<file path="src/rtl/sc_pkg.sv">
// ============================================================================
// Module   : sc_pkg
// Brief    : Shared types and constants for the stochastic multiplier scheduler.
// Revision : 1.0 - initial release
// ============================================================================
`default_nettype none
`timescale 1ns/1ps

package sc_pkg;

    typedef enum logic [1:0] {
        ST_IDLE = 2'd0,
        ST_LOAD = 2'd1,
        ST_RUN  = 2'd2,
        ST_DONE = 2'd3
    } sc_state_e;

    localparam int LFSR_W         = 31;
    localparam int LFSR_TAP_HI    = 30;
    localparam int LFSR_TAP_LO    = 27;
    localparam int OP_W           = 4;
    localparam int DEF_EPOCH_LOG2 = 8;

    // x^31 + x^28 + 1, shifting toward the MSB
    function automatic logic [LFSR_W-1:0] lfsr_next(input logic [LFSR_W-1:0] s);
        return {s[LFSR_W-2:0], s[LFSR_TAP_HI] ^ s[LFSR_TAP_LO]};
    endfunction

endpackage

`default_nettype wire

</file>
<file path="src/rtl/sc_mult_scheduler_if.sv">
// ============================================================================
// Module   : sc_mult_scheduler_if
// Brief    : Request/result bundle between requesters, consumer and scheduler.
// Revision : 1.0 - initial release
// ============================================================================
`default_nettype none
`timescale 1ns/1ps

interface sc_mult_scheduler_if
    import sc_pkg::*;
#(
    parameter int EPOCH_LOG2 = DEF_EPOCH_LOG2,
    parameter int CW         = EPOCH_LOG2 + 1
);
    logic [1:0]        req_valid;
    logic [2*OP_W-1:0] req_a;
    logic [2*OP_W-1:0] req_b;
    logic [1:0]        req_ready;
    logic              res_valid;
    logic              res_ready;
    logic              res_id;
    logic [CW-1:0]     res_count;
    logic              busy;
    logic              abort;

    modport master (
        output req_valid, req_a, req_b, res_ready, abort,
        input  req_ready, res_valid, res_id, res_count, busy
    );

    modport slave (
        input  req_valid, req_a, req_b, res_ready, abort,
        output req_ready, res_valid, res_id, res_count, busy
    );

endinterface

`default_nettype wire

</file>
<file path="src/rtl/sc_lfsr31.sv">
// ============================================================================
// Module   : sc_lfsr31
// Brief    : Free-running 31-bit Fibonacci LFSR, seeded with 1 on reset.
// Revision : 1.0 - initial release
// ============================================================================
`default_nettype none
`timescale 1ns/1ps

module sc_lfsr31
    import sc_pkg::*;
(
    input  logic              clk,
    input  logic              rst_n,
    output logic [LFSR_W-1:0] lfsr
);

    logic [LFSR_W-1:0] lfsr_q;
    logic [LFSR_W-1:0] lfsr_d;

    always_comb begin
        lfsr_d = lfsr_next(lfsr_q);
    end

    // rst_n is active-high and asynchronous in this codebase
    always_ff @(posedge clk or posedge rst_n) begin
        if (rst_n) begin
            lfsr_q <= LFSR_W'(1);
        end else begin
            lfsr_q <= lfsr_d;
        end
    end

    assign lfsr = lfsr_q;

endmodule

`default_nettype wire

</file>
<file path="src/rtl/sc_mult_scheduler.sv">
// ============================================================================
// Module   : sc_mult_scheduler
// Brief    : Round-robin scheduler sharing one stochastic multiplier between
//            two requesters; returns the product ones-count per epoch.
// Revision : 1.0 - initial release
// ============================================================================
`default_nettype none
`timescale 1ns/1ps

module sc_mult_scheduler
    import sc_pkg::*;
#(
    parameter int EPOCH_LOG2 = DEF_EPOCH_LOG2
) (
    input  logic               clk,
    input  logic               rst_n,
    sc_mult_scheduler_if.slave bus
);

    localparam int CW = EPOCH_LOG2 + 1;

    localparam logic [1:0] S_IDLE = ST_IDLE;
    localparam logic [1:0] S_LOAD = ST_LOAD;
    localparam logic [1:0] S_RUN  = ST_RUN;
    localparam logic [1:0] S_DONE = ST_DONE;

    logic [LFSR_W-1:0]     lfsr;
    logic                  unused_lfsr_hi;

    logic [1:0]            state_q, state_d;
    logic                  ptr_q, ptr_d;
    logic                  id_q, id_d;
    logic [OP_W-1:0]       a_q, a_d;
    logic [OP_W-1:0]       b_q, b_d;
    logic [EPOCH_LOG2-1:0] epoch_q, epoch_d;
    logic [CW-1:0]         ones_q, ones_d;

    logic                  any_req;
    logic                  grant_idx;
    logic [1:0]            grant;
    logic                  prod;

    sc_lfsr31 u_lfsr (
        .clk   (clk),
        .rst_n (rst_n),
        .lfsr  (lfsr)
    );

    assign unused_lfsr_hi = ^lfsr[LFSR_W-1:2*OP_W];

    always_comb begin
        any_req   = |bus.req_valid;
        grant_idx = bus.req_valid[ptr_q] ? ptr_q : ~ptr_q;
        grant     = 2'b00;
        // no handshake may complete while reset is asserted
        if ((state_q == S_IDLE) && any_req && !rst_n) begin
            grant[grant_idx] = 1'b1;
        end
        prod = (lfsr[OP_W-1:0] < a_q) && (lfsr[2*OP_W-1:OP_W] < b_q);
    end

    always_comb begin
        state_d = state_q;
        ptr_d   = ptr_q;
        id_d    = id_q;
        a_d     = a_q;
        b_d     = b_q;
        epoch_d = epoch_q;
        ones_d  = ones_q;
        case (state_q)
            S_IDLE: begin
                if (any_req) begin
                    state_d = S_LOAD;
                    id_d    = grant_idx;
                    a_d     = grant_idx ? bus.req_a[2*OP_W-1:OP_W] : bus.req_a[OP_W-1:0];
                    b_d     = grant_idx ? bus.req_b[2*OP_W-1:OP_W] : bus.req_b[OP_W-1:0];
                    ptr_d   = ~grant_idx;
                end
            end
            S_LOAD: begin
                epoch_d = '0;
                ones_d  = '0;
                state_d = S_RUN;
            end
            S_RUN: begin
                epoch_d = epoch_q + 1'b1;
                ones_d  = ones_q + {{(CW-1){1'b0}}, prod};
                if (bus.abort) begin
                    state_d = S_IDLE;
                end else if (&epoch_q) begin
                    state_d = S_DONE;
                end
            end
            S_DONE: begin
                if (bus.res_ready) begin
                    state_d = S_IDLE;
                end
            end
            default: state_d = S_IDLE;
        endcase
    end

    always_ff @(posedge clk or posedge rst_n) begin
        if (rst_n) begin
            state_q <= S_IDLE;
            ptr_q   <= 1'b0;
            id_q    <= 1'b0;
            a_q     <= '0;
            b_q     <= '0;
            epoch_q <= '0;
            ones_q  <= '0;
        end else begin
            state_q <= state_d;
            ptr_q   <= ptr_d;
            id_q    <= id_d;
            a_q     <= a_d;
            b_q     <= b_d;
            epoch_q <= epoch_d;
            ones_q  <= ones_d;
        end
    end

    assign bus.req_ready = grant;
    assign bus.res_valid = (state_q == S_DONE);
    assign bus.res_id    = id_q;
    assign bus.res_count = ones_q;
    assign bus.busy      = (state_q != S_IDLE);

endmodule

`default_nettype wire

</file>
<file path="src/flat_wrapper.sv">
// flat-port wrapper written by rule: the top's interface ports become plain ports
module sc_mult_scheduler_flat import sc_pkg::*;
#(
    parameter int EPOCH_LOG2 = DEF_EPOCH_LOG2
)
  (clk, rst_n, bus_req_valid, bus_req_a, bus_req_b, bus_res_ready, bus_abort, bus_req_ready, bus_res_valid, bus_res_id, bus_res_count, bus_busy);
  sc_mult_scheduler_if #(.EPOCH_LOG2(EPOCH_LOG2)) bus_i ();
  input  logic clk;
  input  logic rst_n;
  input wire logic [$bits(bus_i.req_valid)-1:0] bus_req_valid;
  input wire logic [$bits(bus_i.req_a)-1:0] bus_req_a;
  input wire logic [$bits(bus_i.req_b)-1:0] bus_req_b;
  input wire logic [$bits(bus_i.res_ready)-1:0] bus_res_ready;
  input wire logic [$bits(bus_i.abort)-1:0] bus_abort;
  output wire logic [$bits(bus_i.req_ready)-1:0] bus_req_ready;
  output wire logic [$bits(bus_i.res_valid)-1:0] bus_res_valid;
  output wire logic [$bits(bus_i.res_id)-1:0] bus_res_id;
  output wire logic [$bits(bus_i.res_count)-1:0] bus_res_count;
  output wire logic [$bits(bus_i.busy)-1:0] bus_busy;
  assign bus_i.req_valid = bus_req_valid;
  assign bus_i.req_a = bus_req_a;
  assign bus_i.req_b = bus_req_b;
  assign bus_i.res_ready = bus_res_ready;
  assign bus_i.abort = bus_abort;
  assign bus_req_ready = bus_i.req_ready;
  assign bus_res_valid = bus_i.res_valid;
  assign bus_res_id = bus_i.res_id;
  assign bus_res_count = bus_i.res_count;
  assign bus_busy = bus_i.busy;
  sc_mult_scheduler #(.EPOCH_LOG2(EPOCH_LOG2)) u_core (.clk(clk), .rst_n(rst_n), .bus(bus_i));
endmodule
</file>
<file path="config.mk">
export PLATFORM = sky130hd
export DESIGN_NAME = sc_mult_scheduler_flat
export DESIGN_NICKNAME = d
export VERILOG_FILES = /design/src/rtl/sc_pkg.sv /design/src/rtl/sc_mult_scheduler_if.sv /design/src/rtl/sc_lfsr31.sv /design/src/rtl/sc_mult_scheduler.sv /design/src/flat_wrapper.sv
export SDC_FILE = /design/constraint.sdc
export NUM_CORES = 1
export LEC_CHECK = 0
export CAP_MARGIN = 5
export CORE_MARGIN = 1.5
export CORE_UTILIZATION = 41
export CTS_BUF_LIST = sky130_fd_sc_hd__clkbuf_4
export DETAILED_ROUTE_END_ITERATION = 7
export PLACE_DENSITY = 0.66
export SKIP_CTS_REPAIR_TIMING = 1
export SLEW_MARGIN = 20
export SYNTH_ARGS = -nofsm -noshare
export SYNTH_HDL_FRONTEND = slang
export SYNTH_SLANG_ARGS = --single-unit
</file>
<file path="constraint.sdc">
create_clock -name clk -period 2.2 [get_ports clk]
set_input_delay 0.55 -clock clk [delete_from_list [all_inputs] [get_ports clk]]
set_output_delay 0.55 -clock clk [all_outputs]
set_load 0.02 [all_outputs]
</file>
==> impl_metrics.toml, run 1 <==
[global_route]
antenna_found_initial = 0
grt_max_degree = 32
grt_pass1_vias = 1634
grt_pass1_wl_mm = 7.47
grt-ovfl-total = 0
grt_usage = 0.158

[floorplanning]
core-area_mm2 = 0.00564
die-width_um = 80.2
fp.dieH_um = 80.2
rows = 27
die-area_mm2 = 0.00644
num_io_pins = 36
start_util = 0.433

[finish]
n_fill_cell = 513
instances_no_fill = 339
layout-drive-gt1-share = 0.176
area_delta_synth_final_pct = 30.7
antenna_cells = 0
final_nets = 298

[hold_path]
worstHoldStart = "u_core.u_lfsr.lfsr[10]"
hold_path.class = "register to register"

[worst_setup_path]
cp_slowest_cell = "dfrtp_1"
crit_start = "u_core.u_lfsr.lfsr[5]"
r2r_start = "u_core.u_lfsr.lfsr[5]"
cp-end-kind = "register"
cp_cell_sequence = "ha_1 -> a211oi_2 -> o22ai_2 -> a2111oi_4 -> ha_2 -> ha_4 -> and4_4 -> nand3_2 -> xor2_1 -> nor2_1"
crit_required_ns = 2.46
worstPathArrival_ns = 2.68
worst-path-max-fanout = 3
cp-start-kind = "register"
crit_type = "register to register"
cp_slowest_stage_delay_ns = 0.39

[cts]
htree_levels = 3
clockRootBuffer = "clkbuf_4"
cts_buffers = 9
clock_latency_ns = 0.39
cts.path.max_buffers = 2
clk_pin_slew_ns = 0.10
cts_tree = "yes"
clock_sinks = 60

[route]
ant_nets = 0
detail_route.first_pass.iterations = 4
vias = 1653
routed_wl_mm = 4.35
routedWlPerCell_um = 12.8
drt_iter0_drc = 75
drc_errors = 0
viasPerCell = 4.88

[synthesis]
synth_seq_cells = 60
yosys_warnings = 0
synth_top_cell_area_share = 0.604
synth.most_common_cell = "dfrtp_1"
syn_nets = 242
avgSynthCellArea_um2 = 11.8
synth_edf_count = 0
yosysSeqAreaShare = 0.615
synthTopCellsByCount = "59 x dfrtp_1, 19 x inv_1, 18 x o21ai_0, 16 x nand2_1, 13 x ha_1"
synth_top_cell_by_area = "dfrtp_1"
synth_area_mm2 = 0.00244
async_flop_share = 1.00
ys_types = 38
netlist_instances = 207
synthFlopType = "dfrtp_1"
synth.area.top_cells = "dfrtp_1 60%, ha_1 6.7%, mux2i_1 3.7%, o21ai_0 3.7%, inv_1 2.9%"

[power_and_ir_drop]
swShare = 0.333
ir_drop_mv = 0.482
p_switching_mw = 1.07
clkPwrFrac = 0.232
power.density_mw_per_mm2 = 1000
p_leak_nw = 1.58
combPwrFrac = 0.360
p_seq_frac = 0.408
p_total_mw = 3.21
p_int_mw = 2.14

[run_status]
outcome = "finished, violations left"
violations = "negative setup slack"

[sta]
holdWs_ns = 0.353
clock_skew_ns = 0.00837
setup_ws_ns = -0.222
layout_min_cycle_time_ns = 2.42
maxSlewViolCount = 0
tightest_slew_ns = 0.556
setup_viol = 6
finalCritPeriodShare = 1.10
slew_headroom = 0.629
rsz0062_at_grt = "yes"
hold_violations = 0
fmax_mhz = 413

[placement]
hpwl_mm = 2.99
dp_cells = 323
numPortBuffers = 35
gp_congestion = 0.764
post-place-ws_ns = -0.496

[job]
cap_violations = 0
-- cell usage in the layout (no fill, tap or decap), types with 6 or more instances in the layout --
| master | instances |
|---|---|
| clkbuf_4 | 12 |
| o21ai_1 | 9 |
| xor2_1 | 6 |
| nand2_1 | 16 |
| inv_1 | 18 |
| nand3_1 | 9 |
| ha_1 | 11 |
| clkdlybuf4s50_1 | 29 |
| dfrtp_1 | 59 |
| o21ai_0 | 14 |
| buf_4 | 16 |
| mux2i_1 | 9 |
-- metrics by stage --
step	util	cell area, um2	TNS (ns)
floorplan	-	2440	0
global placement	0.530	2990	-1.31
detailed placement	0.530	2990	-1.36
CTS	0.553	3120	-1.60
global route	0.566	3200	-1.94
finish	0.566	3200	-0.943
-- final cells by class --
type                    count  area (um2)  area share
flip-flops and latches     60        1500       0.470
multi-input cells         121         890       0.278
repair buffers             52         513       0.161
clock buffers              12        90.1      0.0282
well taps                  72        90.1      0.0282
inverters                  19        71.3      0.0223
clock inverters             3        38.8      0.0121
-- per-layer routing --
| metal | share of wire | wire length (um) | up-vias | GRT usage |
|---|---|---|---|---|
| met5 | 0 | 0 | - | 0 |
| met4 | 0.012 | 52 | 0 | 0.0517 |
| met3 | 0.051 | 221 | 5 | 0.0682 |
| met2 | 0.47 | 2070 | 45 | 0.245 |
| met1 | 0.46 | 2010 | 781 | 0.198 |
| li1 | - | - | 822 | - |
-- flip-flops by register name (all words and copies together), names as in the netlist --
register and count:
u_core.epoch_q 8, u_core.a_q 4, u_core.b_q 4, u_core.u_lfsr.lfsr 31
u_core.bus.res_count 9, u_core.bus.res_id 1, u_core.state_q 2, u_core.ptr_q 1
-- kinds of logic after synthesis --
kind of cell | share of synthesized area
buffers and inverters | 0.0461
AO/OA/AOI/OAI | 0.0937
AND/OR/NAND/NOR | 0.111
XOR/XNOR | 0.0215
multiplexers | 0.0471
adder cells (fa/ha/maj) | 0.0665
flip-flops | 0.615
-- final timing paths --
kind / slack, ns / cells past startpoint / to
max: -0.22 / 10 / u_core.bus.res_count[8]
min: 0.35 / 0 / u_core.u_lfsr.lfsr[11]
max reg2reg: -0.22 / 10 / u_core.bus.res_count[8]
min reg2reg: 0.35 / 0 / u_core.u_lfsr.lfsr[11]
max in group asynchronous: 1.11 / 4 / u_core.u_lfsr.lfsr[0]
min in group asynchronous: 0.61 / 3 / u_core.ptr_q
-- worst max-delay path, delay by kind of cell (launching register included) --
kind	cells	cell delay, ns
and+or+nand+nor	3	0.37
xor gates and xnor gates	1	0.18
DFF	1	0.39
adders and majority gates	3	0.69
AOI/OAI and AO/OA	3	0.65
-- power groups by stage --
stage / clock network [mW] / logic [mW] / registers [mW]
global placement: 0 / 1.06 / 1.33
floorplan: 0 / 0.699 / 1.35
CTS: 0.773 / 1.09 / 1.31
global route: 0.831 / 1.31 / 1.33
detailed placement: 0 / 1.09 / 1.34
finish: 0.744 / 1.16 / 1.31
No activity file was read; power rests on OpenSTA's default activity.
==> run 2: changes to the inputs <==
--- a/config.mk
+++ b/config.mk
@@ -10,7 +10,6 @@
 export CORE_UTILIZATION = 41
 export CTS_BUF_LIST = sky130_fd_sc_hd__clkbuf_4
 export DETAILED_ROUTE_END_ITERATION = 7
-export PLACE_DENSITY = 0.66
 export SKIP_CTS_REPAIR_TIMING = 1
 export SLEW_MARGIN = 20
 export SYNTH_ARGS = -nofsm -noshare
==> constraint.sdc (replaced) <==
create_clock -name clk -period 2.42 [get_ports clk]
set_input_delay 0.605 -clock clk [delete_from_list [all_inputs] [get_ports clk]]
set_output_delay 0.605 -clock clk [all_outputs]
set_load 0.02 [all_outputs]
==> impl_metrics.toml, run 2 (synthesis results as in run 1) <==
[run_status]
outcome = "finished clean"

[global_route]
grt_max_degree = 61
grt_pass1_wl_mm = 7.40
grt_pass1_vias = 1623
grt-ovfl-total = 0
antenna_found_initial = 0
grt_usage = 0.155

[floorplanning]
num_io_pins = 36
start_util = 0.433
die-width_um = 80.2
die-area_mm2 = 0.00644
fp.dieH_um = 80.2
rows = 27
core-area_mm2 = 0.00564

[route]
drt_iter0_drc = 125
detail_route.first_pass.iterations = 4
routedWlPerCell_um = 12.7
viasPerCell = 4.90
drc_errors = 0
ant_nets = 0
routed_wl_mm = 4.24
vias = 1637

[sta]
setup_ws_ns = 0.0652
maxSlewViolCount = 0
finalCritPeriodShare = 0.973
setup_viol = 0
slew_headroom = 0.640
layout_min_cycle_time_ns = 2.35
rsz0062_at_grt = "yes"
finalSetupTns_ns = 0
clock_skew_ns = 0.0146
fmax_mhz = 425
hold_violations = 0
tightest_slew_ns = 0.539

[power_and_ir_drop]
combPwrFrac = 0.323
clkPwrFrac = 0.273
p_total_mw = 2.97
p_int_mw = 1.97
p_switching_uw = 1000
p_leak_nw = 1.51
power.density_mw_per_mm2 = 941
swShare = 0.337
ir_drop_mv = 0.444
p_seq_frac = 0.404

[worst_setup_path]
worstPathArrival_ns = 2.63
crit_top_cell = "ha_4"
crit_type = "register to register"
cp_num_buf_inv = 0
cp-start-kind = "register"
crit_required_ns = 2.69
cp_slowest_stage_delay_ns = 0.42
r2r_cells = 10
worstSetupPathDepth = 10
cp_cell_sequence = "ha_4 -> a211oi_2 -> o22ai_1 -> a2111oi_2 -> ha_2 -> ha_4 -> and4_4 -> nand3_2 -> xor2_1 -> nor2_1"
path_delay_family = "adder cells"
worst-path-max-fanout = 3
cp_slowest_cell = "dfrtp_1"
cp-end-kind = "register"

[finish]
largest_reg_flops = 31
final_cell_mix = "59 x dfrtp_1, 32 x clkdlybuf4s50_1, 17 x inv_1"
final_common_cell = "dfrtp_1"
antenna_cells = 0
layout-drive-gt1-share = 0.160
final_nets = 292
n_fill_cell = 490
fin_util = 0.558
area_delta_synth_final_pct = 28.9

[placement]
post-place-ws_ns = -0.366
numPortBuffers = 35
gp_congestion = 0.764
hpwl_mm = 2.81

[cts]
cts.path.max_buffers = 2
cts_tree = "yes"
clock_sinks = 60
clockRootBuffer = "clkbuf_4"
clock_latency_ns = 0.40
cts_buffers = 9
clk_pin_slew_ns = 0.11
htree_levels = 3

[hold_path]
hold_path.class = "register to register"
min_path_cells = 0

[job]
cap_violations = 0
## run 2: changes by cell type in the layout (fill, tap and decap cells not counted), sizes merged
cell           before  now
buf                18   11
dlymetal6s2s        5    2
clkinv              2    3
clkbuf             12   10
clkdlybuf4s50      29   32
clkinvlp            0    1
inv                19   20
bufinv              1    2
## run 2: routing by layer
| layer | GRT usage | wire (um) |
|---|---|---|
| met3 | 0.0386 | 163 |
| met2 | 0.224 | 1870 |
| met1 | 0.207 | 2120 |
| met4 | 0.0983 | 93 |
| met5 | 0 | 0 |
## run 2: cell type report
class	count	area, um2	share of cell area
multi-input combinational	121	875	0.278
timing repair buffer	46	445	0.141
sequential	60	1500	0.477
inverter	19	71.3	0.0226
clock buffer	9	67.6	0.0214
clock inverter	7	98.8	0.0314
tap	72	90.1	0.0286
## run 2: path summary, 6_finish.rpt
kind                                   startpoint                 endpoint  slack, ns
max reg2reg                 u_core.u_lfsr.lfsr[5]  u_core.bus.res_count[6]       0.07
max in group asynchronous                   rst_n    u_core.u_lfsr.lfsr[0]       1.38
min reg2reg                u_core.u_lfsr.lfsr[17]   u_core.u_lfsr.lfsr[18]       0.36
min in group asynchronous                   rst_n        u_core.state_q[1]       0.73
max                         u_core.u_lfsr.lfsr[5]  u_core.bus.res_count[6]       0.07
min                        u_core.u_lfsr.lfsr[17]   u_core.u_lfsr.lfsr[18]       0.36
## run 2: through the flow
| step | cell area [um2] | std cells | hold slack [ns] |
|---|---|---|---|
| detailed placement | 2920 | 315 | 0.335 |
| global route | 3150 | 334 | 0.368 |
| finish | 3150 | 334 | 0.357 |
| global placement | 2920 | 315 | 0.333 |
| floorplan | 2440 | 207 | 0.331 |
| CTS | 3080 | 331 | 0.360 |
## run 2: power groups by stage
| stage | logic (mW) | clock network, mW | registers, mW |
|---|---|---|---|
| final | 0.957 | 0.810 | 1.20 |
| after global routing | 1.09 | 0.883 | 1.21 |
| after CTS | 0.919 | 0.838 | 1.20 |
| after detailed placement | 0.911 | 0 | 1.22 |
| after global placement | 0.906 | 0 | 1.21 |
| after floorplan | 0.636 | 0 | 1.22 |
## run 2: worst reg2reg max path: stages (launching register included)
cell       delay [ns]
dfrtp_1          0.42
ha_4             0.25
a211oi_2         0.23
o22ai_1          0.11
a2111oi_2        0.31
ha_2             0.27
ha_4             0.13
and4_4           0.24
nand3_2          0.08
xor2_1           0.15
nor2_1           0.05
==> run 3: changes to the inputs <==
--- a/config.mk
+++ b/config.mk
@@ -6,9 +6,11 @@
 export NUM_CORES = 1
 export LEC_CHECK = 0
 export CAP_MARGIN = 5
+export CORE_ASPECT_RATIO = 0.7
 export CORE_MARGIN = 1.5
 export CORE_UTILIZATION = 41
 export CTS_BUF_LIST = sky130_fd_sc_hd__clkbuf_4
+export CTS_CLUSTER_SIZE = 10
 export DETAILED_ROUTE_END_ITERATION = 7
 export SKIP_CTS_REPAIR_TIMING = 1
 export SLEW_MARGIN = 20
==> impl_metrics.toml, run 3 (synthesis results as in run 1) <==
[floorplanning]
die-area_mm2 = 0.00644
die-width_um = 95.3
fp.dieH_um = 67.6
start_util = 0.427
num_io_pins = 36
rows = 23
core-area_mm2 = 0.00573

[sta]
layout_min_cycle_time_ns = 2.43
finalSetupTns_ns = -0.0204
fmax_mhz = 411
hold_violations = 0
setup_ws_ns = -0.0127
clock_skew_ns = 0.0121
slew_headroom = 0.631
tightest_slew_ns = 0.553
finalCritPeriodShare = 1.01
maxSlewViolCount = 0
setup_viol = 2
rsz0062_at_grt = "yes"

[job]
cap_violations = 0

[finish]
antenna_cells = 0
final_common_cell = "dfrtp_1"
fin_area_mm2 = 0.00317
final_cell_mix = "59 x dfrtp_1, 32 x clkdlybuf4s50_1, 18 x inv_1"
instances_no_fill = 337
largest_reg_flops = 31
fin_util = 0.553
final_nets = 292
layout-drive-gt1-share = 0.153
area_delta_synth_final_pct = 29.6

[cts]
cts_tree = "yes"
cts_buffers = 9
cts.path.max_buffers = 2
clk_pin_slew_ns = 0.11
clockRootBuffer = "clkbuf_4"
clock_latency_ns = 0.41
clock_sinks = 60
htree_levels = 3

[worst_setup_path]
crit_type = "register to register"
worst-path-max-fanout = 3
cp-start-kind = "register"
crit_required_ns = 2.70
r2r_cells = 10
worstPathArrival_ns = 2.71
cp-end-kind = "register"

[placement]
dp_cells = 319
gp_congestion = 0.791
numPortBuffers = 35
hpwl_mm = 2.92
placed_area_mm2 = 0.00293

[power_and_ir_drop]
p_leak_nw = 1.54
ir_drop_mv = 0.656
p_total_mw = 2.99
power.density_mw_per_mm2 = 943

[route]
top_layer_used = "met4"
routed_wl_mm = 4.35
vias = 1592
met1_length_mm = 2.25
ant_nets = 0
routedWlPerCell_um = 12.9
drc_errors = 0
wl_met3_um = 316
wl_met2_mm = 1.74
detail_route.first_pass.iterations = 4
drt_iter0_drc = 47
viasPerCell = 4.72

[global_route]
grt_max_degree = 40
antenna_found_initial = 0
grt_usage = 0.161
grt_pass1_wl_mm = 7.42
grt-ovfl-total = 0
grt_pass1_vias = 1531

[run_status]
violations = "negative setup slack"
outcome = "finished, violations left"

[hold_path]
min_path_cells = 0
hold_path.class = "register to register"
## run 3: final timing paths
check / start / slack (ns) / endpoint
min in group asynchronous: rst_n / 0.61 / u_core.a_q[2]
worst min-delay path: u_core.u_lfsr.lfsr[16] / 0.36 / u_core.u_lfsr.lfsr[17]
worst max register to register: u_core.u_lfsr.lfsr[5] / -0.01 / u_core.bus.res_count[6]
worst min register to register: u_core.u_lfsr.lfsr[16] / 0.36 / u_core.u_lfsr.lfsr[17]
worst max-delay path: u_core.u_lfsr.lfsr[5] / -0.01 / u_core.bus.res_count[6]
max in group asynchronous: rst_n / 1.26 / u_core.u_lfsr.lfsr[0]
## run 3: per-layer routing
metal,vias up,global-route usage
li1,813,-
met3,7,0.0833
met5,-,0
met1,734,0.223
met4,0,0.0616
met2,38,0.211
## run 3: stage by stage
step / hold WS, ns / setup slack (ns)
after global routing: 0.363 / -0.145
after floorplan: 0.331 / 0.214
after detailed placement: 0.335 / -0.315
final: 0.357 / -0.0127
after CTS: 0.349 / -0.334
after global placement: 0.331 / -0.315
## run 3: area by class of cell
class	instances	area, um2
multi-input cells	121	881
well taps	75	93.8
clock buffers	9	67.6
inverters	19	71.3
flip-flops and latches	60	1500
clock inverters	7	98.8
fillers	512	2560
repair buffers	46	453
## run 3: power breakdown
part           total [mW]  leakage [nW]  switching, mW  internal (mW)
clock               0.817        0.0865          0.394          0.423
combinational       0.968         0.636          0.542          0.427
sequential           1.20         0.814         0.0826           1.12
total                2.99          1.54           1.02           1.97
## run 3: critical path, cell delays in order (launching register included)
cell	delay, ns
dfrtp_1	0.40
ha_1	0.31
a211oi_2	0.25
o22ai_2	0.11
a2111oi_4	0.33
ha_2	0.26
ha_4	0.13
and4_4	0.24
nand3_2	0.08
xor2_1	0.16
nor2_1	0.05
